### config.mk
export PLATFORM = sky130hd
export DESIGN_NAME = inst_fetch_queue
export DESIGN_NICKNAME = d
export VERILOG_FILES = /design/src/rtl/inst_fetch_queue.sv
export SDC_FILE = /design/constraint.sdc
export NUM_CORES = 1
export LEC_CHECK = 0
export ABC_AREA = 1
export ABC_CLOCK_PERIOD_IN_PS = 8140
export CORE_MARGIN = 5
export CORE_UTILIZATION = 35
export CTS_BUF_LIST = sky130_fd_sc_hd__clkbuf_8 sky130_fd_sc_hd__clkbuf_16
export CTS_CLUSTER_SIZE = 10
export DETAILED_ROUTE_END_ITERATION = 16
export PLACE_DENSITY = 0.61
export SYNTH_ARGS = -nofsm -noshare
export SYNTH_HDL_FRONTEND = slang
export SYNTH_SLANG_ARGS = --single-unit
### constraint.sdc
create_clock -name clk -period 8.14 [get_ports clk]
set_input_delay 1.628 -clock clk [delete_from_list [all_inputs] [get_ports clk]]
set_output_delay 1.628 -clock clk [all_outputs]
set_load 0.02 [all_outputs]
### src/rtl/inst_fetch_queue.sv
// Instruction fetch front end: sequential word fetch with request/grant,
// in-order variable-latency responses buffered in a small queue toward decode.
module inst_fetch_queue #(
  parameter logic [31:0] RESET_PC = 32'h0000_0000,
  parameter int          DEPTH    = 4
) (
  input  logic        clk,
  input  logic        rst,
  output logic        imem_req_o,
  output logic [31:0] imem_addr_o,
  input  logic        imem_gnt_i,
  input  logic        imem_rvalid_i,
  input  logic [31:0] imem_rdata_i,
  input  logic        stall_i,
  input  logic        redirect_i,
  input  logic [31:0] redirect_pc_i,
  output logic [31:0] pc_o,
  output logic [31:0] inst_o,
  output logic        valid_o
);

  localparam int PTR_W = (DEPTH > 1) ? $clog2(DEPTH) : 1;
  localparam int CNT_W = PTR_W + 1;
  localparam logic [CNT_W-1:0] CNT_ZERO = {CNT_W{1'b0}};
  localparam logic [CNT_W-1:0] CNT_ONE  = CNT_W'(1);
  localparam logic [PTR_W-1:0] PTR_ZERO = {PTR_W{1'b0}};
  localparam logic [PTR_W-1:0] PTR_ONE  = PTR_W'(1);
  localparam logic [CNT_W:0]   DEPTH_L  = (CNT_W + 1)'(DEPTH);
  localparam logic [31:0]      WORD_INC = 32'd4;

  logic [31:0]      fetch_pc_r;
  logic [31:0]      resp_pc_r;
  logic [31:0]      q_pc_r   [DEPTH];
  logic [31:0]      q_inst_r [DEPTH];
  logic [PTR_W-1:0] head_r;
  logic [PTR_W-1:0] tail_r;
  logic [CNT_W-1:0] count_r;
  logic [CNT_W-1:0] outstanding_r;
  logic [CNT_W-1:0] discard_cnt_r;

  logic [CNT_W:0]   credits_s;
  logic             req_s;
  logic             grant_s;
  logic             resp_s;
  logic             push_s;
  logic             pop_s;
  logic             valid_s;
  logic [31:0]      target_s;
  logic [CNT_W-1:0] out_nxt_s;
  logic [CNT_W-1:0] disc_nxt_s;
  logic [CNT_W-1:0] cnt_nxt_s;

  // Handshake decode and next-state for the counters
  always_comb begin
    credits_s  = {1'b0, count_r} + {1'b0, outstanding_r};
    req_s      = rst & ~redirect_i & (credits_s < DEPTH_L);
    grant_s    = req_s & imem_gnt_i;
    resp_s     = imem_rvalid_i & (outstanding_r != CNT_ZERO);
    valid_s    = (count_r != CNT_ZERO) & ~redirect_i;
    pop_s      = valid_s & ~stall_i;
    target_s   = redirect_pc_i & 32'hFFFF_FFFC;
    push_s     = 1'b0;
    out_nxt_s  = outstanding_r;
    disc_nxt_s = discard_cnt_r;
    cnt_nxt_s  = count_r;
    if (redirect_i) begin
      // Everything still in flight after this cycle belongs to the old path
      out_nxt_s  = resp_s ? (outstanding_r - CNT_ONE) : outstanding_r;
      disc_nxt_s = out_nxt_s;
      cnt_nxt_s  = CNT_ZERO;
    end else begin
      case ({grant_s, resp_s})
        2'b10:   out_nxt_s = outstanding_r + CNT_ONE;
        2'b01:   out_nxt_s = outstanding_r - CNT_ONE;
        default: out_nxt_s = outstanding_r;
      endcase
      if (resp_s) begin
        if (discard_cnt_r != CNT_ZERO) begin
          disc_nxt_s = discard_cnt_r - CNT_ONE;
        end else begin
          push_s = 1'b1;
        end
      end else begin
        disc_nxt_s = discard_cnt_r;
      end
      case ({push_s, pop_s})
        2'b10:   cnt_nxt_s = count_r + CNT_ONE;
        2'b01:   cnt_nxt_s = count_r - CNT_ONE;
        default: cnt_nxt_s = count_r;
      endcase
    end
  end

  // Control state: pcs, pointers and counters
  always_ff @(posedge clk) begin
    if (!rst) begin
      fetch_pc_r    <= RESET_PC;
      resp_pc_r     <= RESET_PC;
      head_r        <= PTR_ZERO;
      tail_r        <= PTR_ZERO;
      count_r       <= CNT_ZERO;
      outstanding_r <= CNT_ZERO;
      discard_cnt_r <= CNT_ZERO;
    end else begin
      count_r       <= cnt_nxt_s;
      outstanding_r <= out_nxt_s;
      discard_cnt_r <= disc_nxt_s;
      if (redirect_i) begin
        fetch_pc_r <= target_s;
        resp_pc_r  <= target_s;
        head_r     <= PTR_ZERO;
        tail_r     <= PTR_ZERO;
      end else begin
        if (grant_s) begin
          fetch_pc_r <= fetch_pc_r + WORD_INC;
        end
        if (push_s) begin
          tail_r    <= tail_r + PTR_ONE;
          resp_pc_r <= resp_pc_r + WORD_INC;
        end
        if (pop_s) begin
          head_r <= head_r + PTR_ONE;
        end
      end
    end
  end

  // Queue storage; contents are only observed through count, so no reset
  always_ff @(posedge clk) begin
    if (rst && push_s) begin
      q_pc_r[tail_r]   <= resp_pc_r;
      q_inst_r[tail_r] <= imem_rdata_i;
    end
  end

  // Decode-side outputs; an empty slot presents a nop at pc 0
  always_comb begin
    valid_o = valid_s;
    if (valid_s) begin
      pc_o   = q_pc_r[head_r];
      inst_o = q_inst_r[head_r];
    end else begin
      pc_o   = 32'h0000_0000;
      inst_o = 32'h0000_0000;
    end
  end

  assign imem_req_o  = req_s;
  assign imem_addr_o = fetch_pc_r;

endmodule

### After elaboration in Yosys (flattened, before gate mapping)

Memory sizes are Yosys's and may differ from the RTL's. A register that Yosys moved wholly into a read port is not among the register bits.
Index checks and enable logic that the tools add are counted.
W data, S select, Z words.

| storage, ports and cells | value |
|---|---|
| memories kept | 2 |
| word-level logic and storage cells | 70 |
| register bits | 77 |
| input port bits | 70 |
| output and inout port bits | 98 |
| memory bits (writable) | 256 |

Memories:

| name | depth | bits a word | read ports | clocked after Yosys merged registers in | wr ports | line | RTL |
|---|---|---|---|---|---|---|---|
| q_inst_r | 4 | 32 | 1 | 1 | 1 | 34 | `logic [31:0] q_inst_r [DEPTH];` |
| q_pc_r | 4 | 32 | 1 | 1 | 1 | 33 | `logic [31:0] q_pc_r [DEPTH];` |

| cells by class | value |
|---|---|
| reductions and logical operators | 12 |
| add/subtract/negate cells | 10 |
| multiplexer cells | 23 |
| bitwise logic cells | 9 |
| magnitude comparators | 1 |
| equal/unequal tests | 4 |

Operators with widths:

| cell | number |
|---|---|
| $mux W32 | 6 |
| $add A32 B3 Y32 const B | 2 |
| $mux W3 | 5 |
| $pmux W3 S2 | 2 |
| $reduce_bool A3 Y1 | 4 |
| $reduce_bool A2 Y1 | 5 |
| $sub A3 B1 Y3 const B | 3 |
| $mux W2 | 4 |
| $add A3 B1 Y3 const B | 2 |
| $and A1 B1 Y1 | 6 |
| $mux W1 | 6 |
| $add A2 B1 Y2 const B | 2 |
| $add A3 B3 Y4 | 1 |
| $eq A2 B1 Y1 const B | 2 |
| $eq A2 B2 Y1 const B | 2 |
| $lt A4 B3 Y1 const B | 1 |
| $not A1 Y1 | 3 |
| $reduce_and A2 Y1 | 1 |
| $reduce_or A2 Y1 | 1 |
| $logic_and A1 B1 Y1 | 1 |

### Longest topological paths before layout

Gate-level depths: netlist of the first run.

| logic depth | value |
|---|---|
| depth in word-level cells | 8 |
| depth in mapped cells | 12 |
| mapped depth without buffers | 12 |

### Worst setup path before layout of the first run

Ideal clock, no wire load.

| timing | value |
|---|---|
| kind | input port to flip-flop |
| start | in rst |
| end | mem q_inst_r[0][0] (enable) |
| setup time | 482 ps |
| buffers on the path | 2 |
| data arrival time | 4,805 ps |
| data required time | 7,658 ps |
| path slack | 2,853 ps |
| stages | 6 |
| cells stage by stage | buf_4 > inv_4 > nor2_4 > buf_2 > nand2_1 > nor2_1 |

| on the way | value |
|---|---|
| word-level cells in the longest chain between the ends | 3 |

RTL lines:

| what | line | RTL |
|---|---|---|
| start, declared | 8 | `input logic rst,` |
| $logic_and A1 B1 Y1 | 130 | `if (rst && push_s) begin` |
| $mux W1 | 130 |  |
| $mux W1 (implied by the code) | 132 | `q_inst_r[tail_r] <= imem_rdata_i;` |
| end, declared | 34 |  |

Every way passes these cells.

### Worst setup path after layout of the first run

| timing | value |
|---|---|
| start | in redirect_i |
| end | out pc_o[16] |

| on the way | value |
|---|---|
| word-level cells in the longest chain between the ends | 3 |

RTL lines:

| what | line | RTL |
|---|---|---|
| start, declared | 15 | `input logic redirect_i,` |
| $not A1 Y1 | 59 | `valid_s = (count_r != CNT_ZERO) & ~redirect_i;` |
| $and A1 B1 Y1 | 59 |  |
| $mux W32 | 139 | `if (valid_s) begin` |
| end, declared | 17 | `output logic [31:0] pc_o,` |

Every way passes these cells.

==> impl_metrics.py, run 1 <==
metrics = {
    "clocking": {
        "cts_made_buffers": 39,
        "cts_resized": 0,
        "cts_tree": "done",
        "htree_levels": 2,
        "clock-sinks": 323,
        "clockBufferDepth": 3,
        "hold_buffers": 0,
        "cts.clk_slew.worst_paths_ns": 0.05,
        "insertion_delay_ns": 0.53,
        "clock-root-buffer": "clkbuf_16",
        "postCtsSetupBuffers": 0,
    },
    "die": {
        "ios": 168,
        "initial_core_util_pct": 35.6,
        "die_x_um": 214,
        "fp.dieH_um": 214,
        "num_rows": 74,
        "core_area_mm2": 0.0410,
        "dieArea_mm2": 0.0459,
    },
    "flow_run": {
        "cap_viol_max_count": 0,
    },
    "critical_path": {
        "r2r-end": "q_inst_r[1][27]",
        "cp.required_ns": 6.51,
        "cp_common_cell": "clkdlybuf4s50_1",
        "r2r_cells": 9,
        "crit_type": "input port to primary output",
        "rrSetupSlack_ns": 4.20,
        "crit_family": "buffers and inverters",
        "path_cells": "clkdlybuf4s50_1, inv_1, o31ai_4, buf_4, a21oi_1, clkdlybuf4s50_1",
        "cp.arrival_ns": 4.17,
        "critPathMaxStageDelay_ns": 0.66,
        "critical_path_depth": 6,
        "crit_start": "redirect_i",
        "endpoint": "pc_o[16]",
        "crit_buf_inv": 4,
        "worstReg2RegStart": "outstanding_r[0]",
        "end_kind": "primary output",
        "crit_slowest_cell": "clkdlybuf4s50_1",
        "crit_path_max_fanout": 64,
        "worstSetupStartpointType": "input port",
    },
    "run_status": {
        "status": "finished clean",
    },
    "logic_synthesis": {
        "synthCells": 1569,
        "synth-simple-area-share_pct": 19.3,
        "ys_warn_count": 0,
        "synth_cell_type_count": 42,
        "ys.flop_type": "edfxtp_1",
        "synth.avg_cell_area_um2": 9.31,
        "ys_ff_latch": 323,
        "synth_compound_area_share_pct": 11.7,
        "synth_top_family_by_area": "simple AND/OR/NAND/NOR gates",
        "synthMuxAreaShare_pct": 0,
        "synth-xor-area-share_pct": 1.20,
        "async_flop_share_pct": 0,
        "synth-adder-area-share_pct": 1.34,
        "syn_area_mm2": 0.0146,
        "synth-seq-area-share_pct": 61.3,
        "synth_edf_count": 248,
    },
    "timing": {
        "finalSetupViolations": 0,
        "hold_violations": 0,
        "fmax_mhz": 172,
        "skew_ns": 0.0140,
        "period_minus_slack_ns": 5.80,
        "report.final.slew_viol_count": 0,
        "tightest_slew_ns": 1.13,
        "setup_tns_ns": 0,
        "rsz0062_at_grt": "false",
        "max_slew_margin_pct": 24.6,
        "finalCritPeriodShare_pct": 71.2,
    },
    "layout": {
        "layout_commonest_cell": "nor2_1",
        "syn_to_final_growth_pct": 22.0,
        "layout_common_cells": "nor2_1 (364), nand2_1 (259), edfxtp_1 (248), o21ai_0 (184), clkdlybuf4s50_1 (161)",
        "design_area_mm2": 0.0178,
        "drive_gt1_share_pct": 5.37,
        "antenna_cells": 0,
        "fin_nets": 1801,
        "nFillCells": 3916,
    },
    "placement": {
        "port_buffers": 161,
        "place_congestion": 0.916,
        "placed_area_mm2": 0.0167,
        "dp_hpwl_mm": 24.6,
    },
    "min_path": {
        "hold_path_class": "flop to flop",
    },
    "pwr": {
        "power_density_mw_per_mm2": 214,
        "peakVddDrop_uv": 109,
        "leakagePower_nw": 6.34,
    },
    "routing": {
        "post_drt_wl_per_cell_um": 17.3,
        "vias": 11300,
        "route.detailed.drc": 0,
        "drt_wl_total_mm": 39.3,
        "ant_nets": 0,
        "drt_iter0_drc": 784,
        "drt-pass1-iter-count": 5,
        "vias_per_cell": 5.01,
    },
    "grt": {
        "grt_pass1_wl_mm": 61.7,
        "grt_max_degree": 100,
        "grt_usage_pct": 16.6,
        "grt_overflow_total": 0,
        "grt_pass1_vias": 11400,
        "grt_antenna_before_repair": 0,
    },
}
-- worst min path at each step --
stage	from	end	slack, ns	cells past startpoint
6_report	head_r[1]	flop	0.47	2
3_5_place_dp	head_r[1]	flop	0.45	2
4_1_cts	head_r[1]	flop	0.46	2
3_3_place_gp	head_r[1]	flop	0.45	2
2_1_floorplan	head_r[1]	flop	0.44	2
5_1_grt	head_r[1]	flop	0.50	2
-- synth_stat cells, types with 11 or more instances --
| cell type | instances | area [um2] |
|---|---|---|
| xor2_1 | 17 | 149 |
| buf_2 | 16 | 80.1 |
| nand3_1 | 47 | 235 |
| edfxtp_1 | 248 | 7450 |
| a31oi_1 | 11 | 68.8 |
| ha_1 | 14 | 175 |
| nand2_1 | 259 | 972 |
| a21oi_1 | 116 | 581 |
| dfxtp_1 | 75 | 1500 |
| clkbuf_1 | 46 | 173 |
| inv_1 | 99 | 372 |
| o21ai_0 | 184 | 921 |
| nor2_1 | 368 | 1380 |
-- final cells by class --
| cell class | instances | area (um2) | area share [%] |
|---|---|---|---|
| inverter | 105 | 397 | 2.23 |
| sequential | 323 | 8950 | 50.3 |
| multi-input combinational | 1071 | 4950 | 27.8 |
| tap | 532 | 666 | 3.74 |
| clock inverter | 14 | 53.8 | 0.302 |
| timing repair buffer | 176 | 1720 | 9.68 |
| clock buffer | 44 | 1070 | 5.99 |
-- power by group --
part	total (W)	switching [W]	leakage (nW)	internal [W]
clock network	0.00155	0.000628	0.592	0.000919
registers	0.00188	0.0000583	2.87	0.00183
logic	0.000375	0.000229	2.88	0.000146
-- stage by stage --
step           hold WS, ns  cells  setup slack, ns  util [%]  power (W)
4_1_cts              0.464   2265             2.30      43.4    0.00386
3_5_place_dp         0.453   2207             2.30      40.7    0.00229
2_1_floorplan        0.436   1572             2.85         -    0.00212
3_3_place_gp         0.446   2207             2.31      40.7    0.00228
5_1_grt              0.496   2265             2.19      43.4    0.00398
6_report             0.466   2265             2.34      43.4    0.00381
-- flip-flops by register name, summed over array words and instances, names as in the netlist, named ones only --
signal,count
outstanding_r,3
count_r,3
imem_addr_o,30
q_pc_r,120
tail_r,2
resp_pc_r,30
q_inst_r,128
discard_cnt_r,3
head_r,2
-- per-layer routing --
metal	share of wire [%]	track usage [%]
met5	0	0
met4	1.6	4.19
met3	6.7	3.87
met2	47	27.0
met1	45	22.6
-- worst register-to-register path, stage by stage, from the launching register on --
cell	delay, ns
dfxtp_1	0.40
inv_1	0.06
ha_1	0.20
ha_1	0.17
nor2_1	0.52
nand2_1	0.37
inv_2	0.22
nand2_1	0.34
nor2_4	0.81
buf_4	0.48
-- cell families after synthesis --
group                    after synthesis
AND/OR/NAND/NOR                      704
XOR/XNOR                              20
AO/OA/AOI/OAI                        328
flip-flops                           323
adder cells (fa/ha/maj)               15
buffers and inverters                178
other                                  1
No activity file was read; power rests on OpenSTA's default activity.
==> run 2: changes to the inputs <==
- ABC_CLOCK_PERIOD_IN_PS: 8140 -> 5400
- clock period: 8.14 -> 5.4 ns (I/O delays scaled with it)
==> impl_metrics.py, run 2 (synthesized netlist as in run 1, its figures left out) <==
metrics = {
    "die": {
        "dieArea_mm2": 0.0459,
        "initial_core_util_pct": 35.6,
        "num_rows": 74,
        "ios": 168,
        "die_x_um": 214,
        "core_area_mm2": 0.0410,
        "fp.dieH_um": 214,
    },
    "timing": {
        "period_minus_slack_ns": 4.42,
        "fmax_mhz": 226,
        "setup_tns_ns": 0,
        "max_slew_margin_pct": 26.0,
        "tightest_slew_ns": 1.11,
        "rsz0062_at_grt": "false",
        "finalSetupViolations": 0,
        "timing.final.ws_setup_ns": 0.985,
        "report.final.slew_viol_count": 0,
        "fin_hold_ws_ns": 0.456,
        "hold_violations": 0,
        "finalCritPeriodShare_pct": 81.8,
        "skew_ns": 0.0305,
    },
    "routing": {
        "vias_per_cell": 4.98,
        "post_drt_wl_per_cell_um": 17.1,
        "drt_wl_total_mm": 39.0,
        "drt-pass1-iter-count": 5,
        "route.detailed.drc": 0,
        "vias": 11300,
        "drt_iter0_drc": 789,
        "ant_nets": 0,
    },
    "layout": {
        "layout_common_cells": "nor2_1 (364), nand2_1 (259), edfxtp_1 (248), o21ai_0 (184), clkdlybuf4s50_1 (161)",
        "fin_nets": 1804,
        "drive_gt1_share_pct": 5.75,
        "nFillCells": 3915,
        "largest_reg_flops": 128,
        "top_regs": "q_inst_r: 128 flops, q_pc_r: 120 flops",
        "layout_commonest_cell": "nor2_1",
        "antenna_cells": 0,
        "instances_no_fill": 2272,
        "syn_to_final_growth_pct": 23.3,
        "top_register": "q_inst_r",
    },
    "pwr": {
        "leakagePower_nw": 6.42,
        "peakVddDrop_uv": 191,
        "power_density_mw_per_mm2": 330,
        "p_total_w": 0.00594,
    },
    "clocking": {
        "cts.clk_slew.worst_paths_ns": 0.05,
        "clockBufferDepth": 3,
        "cts_resized": 0,
        "cts_made_buffers": 40,
        "postCtsSetupBuffers": 0,
        "insertion_delay_ns": 0.54,
        "clock-root-buffer": "clkbuf_16",
        "clock-sinks": 323,
        "cts_tree": "done",
        "hold_buffers": 0,
        "htree_levels": 2,
    },
    "placement": {
        "preCtsSetupSlack_ns": 1.21,
        "place_congestion": 0.899,
        "dp_cells": 2209,
        "port_buffers": 161,
        "dp_hpwl_mm": 24.1,
    },
    "min_path": {
        "hold_path_class": "flop to flop",
        "worstHoldPathCells": 2,
        "min_from": "head_r[1]",
    },
    "critical_path": {
        "end_kind": "primary output",
        "cp.arrival_ns": 3.34,
        "rrSetupSlack_ns": 2.16,
        "crit_path_max_fanout": 52,
        "cp.required_ns": 4.32,
        "crit_type": "flop to primary output",
        "worstSetupStartpointType": "flop",
        "r2r_cells": 10,
        "worstReg2RegStart": "outstanding_r[0]",
        "r2r-end": "q_inst_r[2][6]",
    },
    "grt": {
        "use_met1_pct": 23.2,
        "use_met3_pct": 3.63,
        "grt_overflow_total": 0,
        "grt_antenna_before_repair": 0,
        "use_met2_pct": 26.1,
        "top_usage_layer": "met2",
        "grt_max_degree": 77,
        "grt_pass1_vias": 11000,
        "grt_usage_pct": 16.5,
        "grt_pass1_wl_mm": 61.2,
    },
    "run_status": {
        "status": "finished clean",
    },
    "flow_run": {
        "cap_viol_max_count": 0,
    },
}
run 2: changes by cell type in the layout (fill, tap and decap cells not counted), sizes merged:
cell    delta
bufinv     +3
buf        +2
inv        +2
clkbuf     +1
clkinv     -1
run 2: metal layers:
metal | part of all wire, % | routed length [um]
met1 | 46 | 18000
met2 | 45 | 17700
met3 | 6.6 | 2570
met4 | 1.7 | 681
met5 | 0 | 0
run 2: final cells by class:
| cell class | instances | area [um2] | area share (%) |
|---|---|---|---|
| clock buffers | 45 | 1080 | 6.00 |
| clock inverters | 18 | 156 | 0.868 |
| inverters | 105 | 397 | 2.20 |
| multi-input cells | 1071 | 4950 | 27.5 |
| flip-flops and latches | 323 | 8950 | 49.7 |
| well taps | 532 | 666 | 3.70 |
| repair buffers | 178 | 1800 | 10.0 |
run 2: metrics by stage:
step                      area [um2]  util, %
final                          18000     43.9
after global routing           18000     43.9
after CTS                      18000     43.9
after detailed placement       16800     40.9
after global placement         16800     40.9
after floorplan                14600        -
run 2: worst max-delay path, stage by stage (launching register included):
cell and delay, ns:
dfxtp_4 0.52, inv_2 0.69, buf_4 0.50, o21ai_0 0.16
a21oi_1 0.26, clkdlybuf4s50_1 0.66
run 2: power breakdown:
group          switching [W]  total, W  internal (W)  leakage [nW]
sequential         0.0000901   0.00284       0.00275          2.87
clock               0.000968   0.00252       0.00155         0.647
combinational       0.000346  0.000572      0.000226          2.90
run 2: worst max path at each step:
| stage | to | slack, ns | cells after the start |
|---|---|---|---|
| final | inst_o[13] | 0.98 | 5 |
| after global routing | pc_o[16] | 0.69 | 6 |
| after global placement | pc_o[16] | 1.22 | 7 |
| after CTS | inst_o[13] | 0.88 | 5 |
| after floorplan | q_inst_r[0][0] | 0.66 | 6 |
| after detailed placement | pc_o[16] | 1.21 | 7 |
